**src/rtl/spi_fpu_pkg.sv**
```systemverilog
// Shared types and constants for the SPI-to-FPU command sequencer.
// Opcodes, FSM states, status-byte bit positions, flag indices, qNaN.
package spi_fpu_pkg;

  typedef enum logic [2:0] {
    OP_ADD  = 3'd0,
    OP_SUB  = 3'd1,
    OP_MUL  = 3'd2,
    OP_DIV  = 3'd3,
    OP_SQRT = 3'd4
  } op_e;

  typedef enum logic [2:0] {
    S_IDLE,
    S_GET_A,
    S_GET_B,
    S_ISSUE,
    S_WAIT,
    S_RESP,
    S_DRAIN
  } state_e;

  localparam int ST_VALID = 7;
  localparam int ST_ILL   = 6;
  localparam int ST_TO    = 5;

  localparam int FL_NV = 4;
  localparam int FL_DZ = 3;
  localparam int FL_OF = 2;
  localparam int FL_UF = 1;
  localparam int FL_NX = 0;

  localparam logic [31:0] QNAN = 32'h7FC0_0000;

  function automatic logic op_legal(
    input logic [7:0] b
  );
    return (b[7:3] == 5'd0) &&
           (b[2:0] <= OP_SQRT);
  endfunction

endpackage

```
**src/rtl/spi_fpu_tx_mux.sv**
```systemverilog
// Selects the byte offered to the SPI shifter.
// Ports: state, idx, status, result in; tx_data out (0 outside RESP).
module spi_fpu_tx_mux
  import spi_fpu_pkg::*;
#(
  parameter int WIDTH = 32,
  parameter int IW    = 3
) (
  input  state_e             state,
  input  logic [IW-1:0]      idx,
  input  logic [7:0]         status,
  input  logic [WIDTH-1:0]   result,
  output logic [7:0]         tx_data
);

  localparam int NB = WIDTH / 8;

  always_comb begin
    tx_data = 8'h00;
    if (state == S_RESP) begin
      if (idx == '0) begin
        tx_data = status;
      end else begin
        for (int i = 1; i <= NB; i++) begin
          if (idx == IW'(i))
            tx_data = result[WIDTH-8*i +: 8];
        end
      end
    end
  end

endmodule

```
**src/rtl/spi_fpu_sequencer.sv**
```systemverilog
// Parses SPI command bytes, issues one FPU op, returns status+result.
// Ports: SPI rx/tx strobes, cs_active, FPU start/done handshake, busy.
module spi_fpu_sequencer
  import spi_fpu_pkg::*;
#(
  parameter int WIDTH   = 32,
  parameter int TIMEOUT = 64
) (
  input  logic             clk,
  input  logic             rst_n,
  input  logic             cs_active,
  input  logic             rx_valid,
  input  logic [7:0]       rx_data,
  input  logic             tx_load,
  output logic [7:0]       tx_data,
  output logic [2:0]       fpu_op,
  output logic [WIDTH-1:0] fpu_a,
  output logic [WIDTH-1:0] fpu_b,
  output logic             fpu_start,
  input  logic             fpu_done,
  input  logic [WIDTH-1:0] fpu_result,
  input  logic [4:0]       fpu_flags,
  output logic             busy
);

  localparam int NB = WIDTH / 8;
  localparam int IW = $clog2(NB + 1);
  localparam int TW = $clog2(TIMEOUT);

  state_e           state, state_n;
  logic [IW-1:0]    idx, idx_n;
  logic [TW-1:0]    tcnt, tcnt_n;
  logic [2:0]       op, op_n;
  logic [WIDTH-1:0] a, a_n;
  logic [WIDTH-1:0] b, b_n;
  logic [WIDTH-1:0] res, res_n;
  logic [4:0]       flg, flg_n;
  logic             ill, ill_n;
  logic             to, to_n;
  logic [7:0]       status;

  always_ff @(posedge clk or negedge rst_n) begin
    if (!rst_n) begin
      state <= S_IDLE;
      idx   <= '0;
      tcnt  <= '0;
      op    <= '0;
      a     <= '0;
      b     <= '0;
      res   <= '0;
      flg   <= '0;
      ill   <= 1'b0;
      to    <= 1'b0;
    end else begin
      state <= state_n;
      idx   <= idx_n;
      tcnt  <= tcnt_n;
      op    <= op_n;
      a     <= a_n;
      b     <= b_n;
      res   <= res_n;
      flg   <= flg_n;
      ill   <= ill_n;
      to    <= to_n;
    end
  end

  always_comb begin
    state_n   = state;
    idx_n     = idx;
    tcnt_n    = tcnt;
    op_n      = op;
    a_n       = a;
    b_n       = b;
    res_n     = res;
    flg_n     = flg;
    ill_n     = ill;
    to_n      = to;
    fpu_start = 1'b0;
    unique case (state)
      S_IDLE: begin
        if (cs_active && rx_valid) begin
          op_n  = rx_data[2:0];
          a_n   = '0;
          b_n   = '0;
          flg_n = '0;
          to_n  = 1'b0;
          idx_n = '0;
          if (op_legal(rx_data)) begin
            ill_n   = 1'b0;
            state_n = S_GET_A;
          end else begin
            ill_n   = 1'b1;
            res_n   = '0;
            state_n = S_RESP;
          end
        end
      end
      S_GET_A: begin
        if (!cs_active) begin
          state_n = S_IDLE;
          idx_n   = '0;
        end else if (rx_valid) begin
          a_n = WIDTH'({a, rx_data});
          if (idx == IW'(NB - 1)) begin
            idx_n   = '0;
            state_n = (op == OP_SQRT) ?
                      S_ISSUE : S_GET_B;
          end else begin
            idx_n = idx + 1'b1;
          end
        end
      end
      S_GET_B: begin
        if (!cs_active) begin
          state_n = S_IDLE;
          idx_n   = '0;
        end else if (rx_valid) begin
          b_n = WIDTH'({b, rx_data});
          if (idx == IW'(NB - 1)) begin
            idx_n   = '0;
            state_n = S_ISSUE;
          end else begin
            idx_n = idx + 1'b1;
          end
        end
      end
      S_ISSUE: begin
        fpu_start = 1'b1;
        tcnt_n    = '0;
        state_n   = cs_active ? S_WAIT : S_DRAIN;
      end
      S_WAIT: begin
        // A done or timeout coinciding with cs drop
        // ends the op outright instead of draining.
        if (fpu_done) begin
          state_n = S_IDLE;
          if (cs_active) begin
            res_n   = fpu_result;
            flg_n   = fpu_flags;
            to_n    = 1'b0;
            idx_n   = '0;
            state_n = S_RESP;
          end
        end else if (tcnt == TW'(TIMEOUT - 1)) begin
          state_n = S_IDLE;
          if (cs_active) begin
            res_n   = WIDTH'(QNAN);
            flg_n   = '0;
            to_n    = 1'b1;
            idx_n   = '0;
            state_n = S_RESP;
          end
        end else begin
          tcnt_n = tcnt + 1'b1;
          if (!cs_active)
            state_n = S_DRAIN;
        end
      end
      S_RESP: begin
        if (!cs_active) begin
          state_n = S_IDLE;
          idx_n   = '0;
        end else if (tx_load) begin
          if (idx == IW'(NB)) begin
            state_n = S_IDLE;
            idx_n   = '0;
          end else begin
            idx_n = idx + 1'b1;
          end
        end
      end
      S_DRAIN: begin
        if (fpu_done ||
            tcnt == TW'(TIMEOUT - 1))
          state_n = S_IDLE;
        else
          tcnt_n = tcnt + 1'b1;
      end
      default: state_n = S_IDLE;
    endcase
  end

  always_comb begin
    status              = '0;
    status[ST_VALID]    = 1'b1;
    status[ST_ILL]      = ill;
    status[ST_TO]       = to;
    status[FL_NV:FL_NX] = flg;
  end

  spi_fpu_tx_mux #(
    .WIDTH (WIDTH),
    .IW    (IW)
  ) u_tx_mux (
    .state   (state),
    .idx     (idx),
    .status  (status),
    .result  (res),
    .tx_data (tx_data)
  );

  assign fpu_op = op;
  assign fpu_a  = a;
  assign fpu_b  = b;
  assign busy   = (state != S_IDLE);

endmodule

```
**config.mk**
```make
export PLATFORM = sky130hd
export DESIGN_NAME = spi_fpu_sequencer
export DESIGN_NICKNAME = d
export VERILOG_FILES = /design/src/rtl/spi_fpu_pkg.sv /design/src/rtl/spi_fpu_tx_mux.sv /design/src/rtl/spi_fpu_sequencer.sv
export SDC_FILE = /design/constraint.sdc
export NUM_CORES = 1
export LEC_CHECK = 0
export CAP_MARGIN = 30
export CORE_ASPECT_RATIO = 0.6
export CORE_MARGIN = 2
export CORE_UTILIZATION = 30
export CTS_CLUSTER_SIZE = 8
export DETAILED_ROUTE_END_ITERATION = 16
export PLACE_DENSITY = 0.5
export RECOVER_POWER = 50
export SLEW_MARGIN = 30
export SYNTH_ARGS = -nofsm -noshare
export SYNTH_HDL_FRONTEND = slang
export SYNTH_HIERARCHICAL = 1
export SYNTH_SLANG_ARGS = --single-unit
export TNS_END_PERCENT = 1
```
**constraint.sdc**
```tcl
create_clock -name clk -period 2.3 [get_ports clk]
set_input_delay 0.46 -clock clk [delete_from_list [all_inputs] [get_ports clk]]
set_output_delay 0.46 -clock clk [all_outputs]
set_load 0.02 [all_outputs]
```
==> results.yml <==
sta:
  hold_slack_ns: 0.329
  timing.fmax_ghz: 0.443
  rsz0062_at_grt: "yes"
  layout_min_cycle_time_ns: 2.26
  final.setup_skew_ns: 0.00986
  slew_violations: 81
  hold_viol_final: 0
  slew_headroom_pct: -20.8
  worst_slew_pin_slew_ns: 1.81
  finalSetupViolCount: 0
  fin_crit_sh_pct: 98.2
grt:
  grt_pass1_wl_um: 23400
  grt_pass1_vias: 4158
  grt_start_max_net_pins: 81
  antenna_found_initial: 0
  grt-ovfl-total: 0
  grt_usage_pct: 15.8
logic_synthesis:
  ys.flop_type: "dfrtp_1"
  syn_nets: 525
  syn_inst: 469
  avgSynthCellArea_um2: 11.6
  yosys_warnings: 6
  yosysSeqAreaShare_pct: 54.3
  synthArstFlopShare_pct: 100
  syn-cell-area_mm2: 0.00544
  synth_cell_types: 57
  synth-edff-count: 0
  ys_seq_elements: 118
setup_path:
  r2r.worst_path.cells: 8
  cp.arrival_ns: 2.54
  cp_data_required_time_ns: 2.58
  rr_startpoint: "idx[0]$_DFFE_PN0P_"
  worstSetupEndpointType: "flip-flop"
  r2r_end: "state[0]$_DFFE_PN0P_"
  critPathKind: "flip-flop to flip-flop"
  start_kind: "flip-flop"
  r2r_slack_ns: 0.04
  cp_max_fo: 12
clock_network:
  cts_root_buf: "clkbuf_16"
  cts_tree: "yes"
  hold_buffers: 0
  cts_buffers: 17
  cts_sinks: 118
  clk_latency_ns: 0.41
  cts.path.max_buffers: 2
  cts_htree_levels: 4
  cts.clk_slew.worst_paths_ns: 0.06
outcome:
  violations: "capacitance limit, slew limit"
  status: "complete, but fails checks"
floorplanning:
  die_w_um: 178
  initial_core_util_pct: 30.3
  dieHeight_um: 108
  pin_count: 128
  coreArea_mm2: 0.0179
  rows: 38
  dieArea_mm2: 0.0193
routing:
  totalWireLength_um: 14600
  vias: 4140
  route.detailed.drc: 0
  routed_via_density: 4.74
  drtIter0Drc: 277
  drt_first_pass_iters: 6
  ant_nets: 0
  wire_per_inst_um: 16.7
layout:
  finalCoreUtilization_pct: 43.5
  layout-drive-gt1-share_pct: 19.1
  diodes: 0
  nets: 677
  fillCellCount: 1687
  fin_cells: 874
  area_delta_synth_final_pct: 43.4
pwr:
  finalPower_uw: 9290
  p_per_area_mw_per_mm2: 1190
  vdd_drop_max_uv: 529
  leakagePower_uw: 0.00342
min_path:
  hp-class: "input port to asynchronous set/reset pin"
placed_design:
  port_buffers: 127
  place_congestion: 0.817
  dp_hpwl_um: 10500
  dpl.cell_count: 838
run:
  cap_violations: 1
-- Yosys cell counts (6+ instances only) --
| library cell | n | area [um^2] |
|---|---|---|
| nand3_1 | 9 | 45.0 |
| o21ai_0 | 8 | 40.0 |
| nor2_1 | 9 | 33.8 |
| mux2i_1 | 26 | 260 |
| nand2_1 | 38 | 143 |
| inv_1 | 42 | 158 |
| a22o_1 | 69 | 604 |
| mux2_1 | 8 | 90.1 |
| mux2_2 | 16 | 180 |
| clkbuf_1 | 10 | 37.5 |
| buf_2 | 14 | 70.1 |
| a22oi_1 | 6 | 45.0 |
| dfrtp_1 | 118 | 2950 |
| a21oi_1 | 24 | 120 |
-- worst max-delay path, stage by stage (launching register included) --
cell       delay (ns)
dfrtp_1          0.42
buf_12           0.17
buf_4            0.15
ha_1             0.22
ha_1             0.19
or3b_1           0.38
a2bb2oi_2        0.17
o211ai_1         0.10
mux2_1           0.33
-- repair_timing --
item / CTS / global route
resized for setup: 31 / 16
cloned: 0 / 0
endpoints found under the setup margin: 10 / 8
setup buffers: 2 / 2
pin swaps: 1 / 0
-- placed cells by master, fill, tap and decap left out, drive strengths merged, types with 5 or more instances in the layout --
master / Yosys / final
a21oi: 25 / 25
a22o: 69 / 69
a22oi: 7 / 7
buf: 21 / 41
clkbuf: 10 / 22
clkdlybuf4s50: 0 / 117
dfrtp: 118 / 118
ha: 5 / 5
inv: 42 / 51
mux2: 29 / 29
mux2i: 26 / 26
nand2: 38 / 38
nand3: 9 / 9
nor2: 11 / 11
o21ai: 8 / 8
-- layer usage --
metal | wire length (um) | vias to the layer above | GRT usage, % | share of wire, %
met3 | 498 | 5 | 3.06 | 3.4
li1 | - | 1997 | - | -
met4 | 84 | 0 | 4.39 | 0.58
met2 | 6040 | 61 | 21.4 | 41
met5 | 0 | - | 0 | 0
met1 | 7980 | 2077 | 25.1 | 55
-- registers in the layout, indices dropped and copies added (netlist names) --
| signal | flops |
|---|---|
| ill | 1 |
| res | 32 |
| fpu_a | 32 |
| fpu_op | 3 |
| to | 1 |
| state | 3 |
| tcnt | 6 |
| flg | 5 |
| fpu_b | 32 |
| idx | 3 |
-- report_power, final --
group	internal [uW]	switching, uW
logic	1720	1700
registers	2720	535
clock network	1530	1080
total	5980	3310
-- through the flow --
step	TNS, ns	instance area (um^2)	setup slack, ns
floorplan	0	5440	0.393
global placement	-0.111	7190	-0.0373
detailed placement	-0.00353	7190	-0.00338
CTS	-0.242	7800	-0.0758
global route	-0.0734	7800	-0.0384
finish	0	7800	0.0417
-- layout make-up --
| class | instances | area, um^2 | area share (%) |
|---|---|---|---|
| clock buffer | 17 | 425 | 5.46 |
| clock inverter | 15 | 156 | 2.01 |
| inverter | 42 | 158 | 2.02 |
| multi-input combinational | 278 | 2220 | 28.5 |
| sequential | 118 | 2960 | 37.9 |
| tap | 240 | 300 | 3.85 |
| timing repair buffer | 164 | 1580 | 20.2 |
-- cell families (layout without fill, tap and decap cells) --
group	after synthesis	count (layout)	share of synthesized area (%)
compound gates	127	127	18.0
flops	118	118	54.3
simple gates	86	86	8.31
buf+inv	73	238	6.12
mux	56	56	11.5
fa+ha+maj	5	5	1.15
xor+xnor	3	3	0.483
other cells	1	1	0.0689
-- worst max-delay path by stage --
stage / startpoint / endpoint / slack (ns) / cells past startpoint
6_report: idx[0]$_DFFE_PN0P_ / state[0]$_DFFE_PN0P_ / 0.04 / 8
3_5_place_dp: rx_valid / res[2]$_DFFE_PN0P_ / -0.003 / 6
5_1_grt: idx[0]$_DFFE_PN0P_ / state[0]$_DFFE_PN0P_ / -0.04 / 8
4_1_cts: idx[0]$_DFFE_PN0P_ / tx_data[4] / -0.08 / 5
3_3_place_gp: cs_active / fpu_op[0]$_DFFE_PN0P_ / -0.04 / 6
2_1_floorplan: idx[1]$_DFFE_PN0P_ / state[0]$_DFFE_PN0P_ / 0.39 / 6
Power figures use the tool's default switching activity.
